`config.mk`:
```
export PLATFORM = sky130hd
export DESIGN_NAME = bp_serializer_flat
export DESIGN_NICKNAME = d
export VERILOG_FILES = /design/src/rtl/bp_serializer_if.sv /design/src/rtl/bp_serializer.sv /design/src/flat_wrapper.sv
export SDC_FILE = /design/constraint.sdc
export NUM_CORES = 1
export LEC_CHECK = 0
export ABC_AREA = 0
export CORE_ASPECT_RATIO = 1.2
export CORE_UTILIZATION = 25
export DETAILED_ROUTE_END_ITERATION = 10
export HOLD_SLACK_MARGIN = 0.02
export PLACE_DENSITY = 0.52
export SLEW_MARGIN = 20
export SYNTH_ARGS = -nofsm -noshare
export SYNTH_HDL_FRONTEND = slang
export SYNTH_SLANG_ARGS = --single-unit
```
`constraint.sdc`:
```
create_clock -name clk_i -period 2.3 [get_ports clk_i]
set_input_delay 0.46 -clock clk_i [delete_from_list [all_inputs] [get_ports clk_i]]
set_output_delay 0.46 -clock clk_i [all_outputs]
set_load 0.01 [all_outputs]
```
`src/rtl/bp_serializer_if.sv`:
```
// Handshake bundle for bp_serializer: wide ready/valid input, narrow ready/valid output, beat index.
// last_o is present only when BP_SERIALIZER_LAST_EN is defined.
interface bp_serializer_if #(
    parameter int NARROWW = 8,
    parameter int RATIO   = 4
);
    localparam int CNTW = (RATIO > 1) ? $clog2(RATIO) : 1;

    logic [NARROWW*RATIO-1:0] data_i;
    logic                     valid_i;
    logic                     ready_o;
    logic [NARROWW-1:0]       data_o;
    logic                     valid_o;
    logic                     ready_i;
    logic [CNTW-1:0]          beat_o;

    // slave is the serializer itself; master is whatever surrounds it (upstream and downstream)
`ifdef BP_SERIALIZER_LAST_EN
    logic                     last_o;
    modport slave  (input  data_i, valid_i, ready_i,
                    output ready_o, data_o, valid_o, beat_o, last_o);
    modport master (output data_i, valid_i, ready_i,
                    input  ready_o, data_o, valid_o, beat_o, last_o);
`else
    modport slave  (input  data_i, valid_i, ready_i,
                    output ready_o, data_o, valid_o, beat_o);
    modport master (output data_i, valid_i, ready_i,
                    input  ready_o, data_o, valid_o, beat_o);
`endif
endinterface

```
`src/rtl/bp_serializer.sv`:
```
// Full-throughput wide-to-narrow serializer: one NARROWW*RATIO word in, RATIO narrow beats out.
// Optional last_o output enabled by defining BP_SERIALIZER_LAST_EN.
module bp_serializer #(
    parameter int NARROWW   = 8,
    parameter int RATIO     = 4,
    parameter bit MSB_FIRST = 1'b0
) (
    input  logic          clk_i,
    input  logic          rst_i,
    bp_serializer_if.slave bus
);
    localparam int CNTW = (RATIO > 1) ? $clog2(RATIO) : 1;
    localparam logic [CNTW-1:0] LAST_IDX = CNTW'(RATIO - 1);

    typedef enum logic {Idle, Busy} state_e;

    state_e                        state_q, state_d;
    logic [CNTW-1:0]               cnt_q, cnt_d;
    logic [RATIO-1:0][NARROWW-1:0] hold_q, hold_d;

    logic            lastBeat;
    logic            inFire;
    logic            outFire;
    logic [CNTW-1:0] sliceIdx;

    // ready_o depends only on ready_i and state, never on valid_i
    assign lastBeat    = (state_q == Busy) && (cnt_q == LAST_IDX);
    assign bus.ready_o = (state_q == Idle) || (bus.ready_i && lastBeat);
    assign bus.valid_o = (state_q == Busy);
    assign inFire      = bus.valid_i && bus.ready_o;
    assign outFire     = bus.valid_o && bus.ready_i;
    assign sliceIdx    = MSB_FIRST ? (LAST_IDX - cnt_q) : cnt_q;
    assign bus.data_o  = hold_q[sliceIdx];
    assign bus.beat_o  = cnt_q;

`ifdef BP_SERIALIZER_LAST_EN
    assign bus.last_o  = lastBeat;
`endif

    // A new word wins over the last-beat retire so the handover happens without a bubble
    always_comb begin
        state_d = state_q;
        cnt_d   = cnt_q;
        hold_d  = hold_q;
        if (inFire) begin
            hold_d  = bus.data_i;
            cnt_d   = '0;
            state_d = Busy;
        end else if (outFire) begin
            if (lastBeat) begin
                cnt_d   = '0;
                state_d = Idle;
            end else begin
                cnt_d = cnt_q + 1'b1;
            end
        end
    end

    always_ff @(posedge clk_i or posedge rst_i) begin
        if (rst_i) begin
            state_q <= Idle;
            cnt_q   <= '0;
            hold_q  <= '0;
        end else begin
            state_q <= state_d;
            cnt_q   <= cnt_d;
            hold_q  <= hold_d;
        end
    end
endmodule

```
`src/flat_wrapper.sv`:
```
// flat-port wrapper written by rule: the top's interface ports become plain ports
module bp_serializer_flat 
#(
    parameter int NARROWW   = 8,
    parameter int RATIO     = 4,
    parameter bit MSB_FIRST = 1'b0
)
  (clk_i, rst_i, bus_data_i, bus_valid_i, bus_ready_i, bus_ready_o, bus_data_o, bus_valid_o, bus_beat_o);
  bp_serializer_if #(.NARROWW(NARROWW), .RATIO(RATIO)) bus_i ();
  input  logic clk_i;
  input  logic rst_i;
  input wire logic [$bits(bus_i.data_i)-1:0] bus_data_i;
  input wire logic [$bits(bus_i.valid_i)-1:0] bus_valid_i;
  input wire logic [$bits(bus_i.ready_i)-1:0] bus_ready_i;
  output wire logic [$bits(bus_i.ready_o)-1:0] bus_ready_o;
  output wire logic [$bits(bus_i.data_o)-1:0] bus_data_o;
  output wire logic [$bits(bus_i.valid_o)-1:0] bus_valid_o;
  output wire logic [$bits(bus_i.beat_o)-1:0] bus_beat_o;
  assign bus_i.data_i = bus_data_i;
  assign bus_i.valid_i = bus_valid_i;
  assign bus_i.ready_i = bus_ready_i;
  assign bus_ready_o = bus_i.ready_o;
  assign bus_data_o = bus_i.data_o;
  assign bus_valid_o = bus_i.valid_o;
  assign bus_beat_o = bus_i.beat_o;
  bp_serializer #(.NARROWW(NARROWW), .RATIO(RATIO), .MSB_FIRST(MSB_FIRST)) u_core (.clk_i(clk_i), .rst_i(rst_i), .bus(bus_i));
endmodule
```
* Word-level counts from Yosys, hierarchy flattened
Index checks and enable logic that the tools add are counted.
** Word-level totals
- Bits of input ports :: 36
- Flip-flop bits (word level) :: 35
- Output and inout bits :: 12
- Logic and storage cells :: 26
** Operators by class
- Mux-type cells :: 8
- Add/subtract/negate cells :: 1
- Magnitude comparators :: 1
- Equal/unequal tests :: 1
- Reduce and logical (&&, ||, !) cells :: 8
- Bitwise operators :: 1
** Operators with widths (number)
- $bmux W8 S2 :: 1
- $mux W8 :: 1
- $mux W2 :: 3
- $logic_and A1 B1 Y1 :: 4
- $reduce_bool A2 Y1 :: 2
- $lt A2 B3 Y1 const B :: 1
- $mux W1 :: 3
- $add A2 B1 Y2 const B :: 1
- $eq A2 B2 Y1 const B :: 1
- $reduce_and A2 Y1 :: 1
- $logic_or A1 B1 Y1 :: 1
- $not A1 Y1 :: 1

* Depth between registers and ports, before layout
- Word-level depth :: 7
- Gate-level depth with buffers :: 5
- Gate-level depth less buffers :: 4

* Least setup slack after synthesis
No wires, ideal clock.
- Kind :: register to output
- Start :: register u_core.cnt_q[0], in the netlist u_core.bus.beat_o[0]
- End :: output port bus_data_o[0]
- Slack :: 0.644 ns
- Stages on the path, launching flop included :: 3
- Data arrival time :: 1.196 ns
- Path through :: dfrtp_1 buf_4 mux4_2
** On the way
- Word-level cells in the longest chain between the ends :: 2
** RTL lines
- start: declaration :: RTL line bp_serializer.sv:18 : logic [CNTW-1:0] cnt_q, cnt_d;
- start signal: assignment :: RTL line bp_serializer.sv:66 : cnt_q <= cnt_d;
- $bmux W8 S2 :: RTL line bp_serializer.sv:33 : assign bus.data_o = hold_q[sliceIdx];
- $mux W8 (implied by the code) :: RTL line bp_serializer.sv:33
- end: declaration :: RTL line flat_wrapper.sv:16 : output wire logic [$bits(bus_i.data_o)-1:0] bus_data_o;
Every way passes these cells. The select of a mux whose other input is x is not followed.

* Final worst setup path
- Start :: register u_core.cnt_q[0], in the netlist u_core.bus.beat_o[0]
- End :: output port bus_data_o[3]
The elaborated chain is that of the path after synthesis.

==> impl_metrics.json <==
{
  "setup_viol": 0,
  "clock.fmax_mhz": 448,
  "avgSynthCellArea_sq_um": 18.4,
  "cts_tree": "done",
  "startpoint_type": "flip-flop",
  "max_cap_viol_count": 0,
  "first_iter_violations": 32,
  "hp-class": "flip-flop to flip-flop",
  "synthesis.area_sq_mm": 0.00172,
  "synth_edf_count": 0,
  "yosysUniqueCellTypes": 18,
  "num_antenna_cells": 0,
  "drt-pass1-iter-count": 4,
  "endpoint_kind": "output pin",
  "root_buffer": "clkbuf_8",
  "antenna_found_initial": 0,
  "grt_pass1_vias": 1114,
  "status": "finished clean",
  "path_class": "flip-flop to output pin",
  "clk_path_buf_depth": 2,
  "die_area_sq_mm": 0.00720,
  "initial_utilization": 0.263,
  "cts_hold_buf": 0,
  "clkTransAtPathRegs_ps": 70,
  "grt_max_degree": 36,
  "rsz0062_at_grt": "no",
  "crit_fanout": 6,
  "layout_worst_path_cycle_share": 0.970,
  "cts_buffers": 5,
  "tns_ps": 0,
  "n_fill_cell": 614,
  "syn_to_final_growth_pct": 39.7,
  "clk_latency_ps": 290,
  "post-synth-top-area-fraction": 0.511,
  "drc": 0,
  "numPortBuffers": 47,
  "yosysMostFrequentCell": "dfrtp_1",
  "num_vias": 997,
  "die_h_microns": 92.7,
  "track_usage": 0.107,
  "slew_headroom": 0.687,
  "hold_viol": 0,
  "row_count": 32,
  "worst_slack_ps": 69.5,
  "synth_area_leader_cell": "dfrtp_1",
  "cts.sinks": 35,
  "synth_warnings": 0,
  "cp.required_ps": 1840,
  "antenna_left": 0,
  "worst_ir_drop_vdd_v": 0.000429,
  "wirelength_mm": 3.63,
  "wl_per_cell_microns": 15.5,
  "p_per_area_mw_per_mm2": 1310,
  "p_leak_nw": 1.14,
  "dp_slack_ps": 151,
  "cp_data_arrival_time_ps": 1770,
  "r2r_setup_slack_ps": 470,
  "worstMarginPinSlew_ps": 470,
  "drive_gt1_frac": 0.387,
  "synth.top_cells.by_area": "dfrtp_1, mux2_4, mux4_2",
  "htreeDepth": 2,
  "synth_cells": 93,
  "synthFlopType": "dfrtp_1",
  "yosysSeqAreaShare": 0.511,
  "fin_crit_ps": 2230,
  "core_area_sq_mm": 0.00653,
  "overflow": 0,
  "synth_fp_nets": 130,
  "ys_seq_elements": 35,
  "routed_via_density": 4.24,
  "dp_hpwl_mm": 2.50,
  "gp_congestion": 0.651,
  "final_nets": 186,
  "synthArstFlopShare": 1.00,
  "io_pins": 48,
  "grt_pass1_wl_mm": 5.80,
  "synth_common_cells": "dfrtp_1, mux2_4, mux4_2",
  "finalMaxSlewViolations": 0,
  "dieWidth_microns": 77.6,
  "fin_skew_ps": 7.22
}
repair_timing:
item                       CTS  global route
setup buffers                2             0
resized for setup            5             5
setup endpoints to repair    7             5
cell usage in the layout (no fill, tap or decap), types with 2 or more instances in the layout:
cell type,count
clkdlybuf4s50_1,39
dfrtp_1,34
mux2_4,30
mux4_2,8
buf_4,6
clkbuf_8,5
dlymetal6s2s_1,4
dlygate4sd2_1,4
nand2b_1,2
mux2i_1,2
mux2_2,2
cell families after synthesis:
family | count (synthesis) | synth area share
mux | 42 | 0.392
compound gates | 3 | 0.0182
simple gates | 6 | 0.0277
buf+inv | 6 | 0.0438
flops | 35 | 0.511
fa+ha+maj | 1 | 0.00729
critical path, cell delays in order, from the launching register on:
cell             delay [ps]
dfrtp_1                 360
buf_6                   150
mux4_2                  490
clkdlybuf4s50_1         480
metal layers:
layer  track usage  vias up  wire, microns
met1         0.130      511           1560
met5             0        -              0
li1              -      451              -
met2         0.176       30           1840
met4        0.0377        0             53
met3        0.0365        5            187
power breakdown:
part	internal, mW	switching [mW]	total, mW	leakage [nW]
logic	1.00	0.474	1.47	0.670
clock network	0.323	0.235	0.558	0.0581
registers	0.925	0.177	1.10	0.415
sequential cells by signal, summed over array words and instances (netlist names):
name and count:
u_core.hold_q 32, u_core.bus.valid_o 1, u_core.bus.beat_o 2
path summary, 6_finish.rpt:
check,from,end,depth (start not counted)
max reg2reg,u_core.bus.beat_o[0],u_core.hold_q[22],5
max,u_core.bus.beat_o[0],bus_data_o[3],3
min in group asynchronous,rst_i,u_core.hold_q[15],3
min,u_core.hold_q[21],u_core.hold_q[21],1
max in group asynchronous,rst_i,u_core.bus.beat_o[1],3
min reg2reg,u_core.hold_q[21],u_core.hold_q[21],1
metrics by stage:
stage	std cells	total power [mW]	hold WS, ps	utilization	area, sq um
5_1_grt	235	3.32	520	0.367	2400
3_5_place_dp	225	2.64	489	0.346	2260
6_report	235	3.13	504	0.367	2400
3_3_place_gp	225	2.60	486	0.346	2260
2_1_floorplan	93	2.09	474	-	1720
4_1_cts	235	3.20	508	0.365	2380
cell type report:
cell class                      count  area [sq um]  area share
Sequential cell                    35           877       0.366
Multi-Input combinational cell     52           764       0.319
Timing Repair Buffer               54           532       0.222
Tap cell                           85           106      0.0444
Clock buffer                        5          68.8      0.0287
Clock inverter                      3          43.8      0.0183
Inverter                            1          3.75     0.00157
Power figures use the tool's default switching activity.
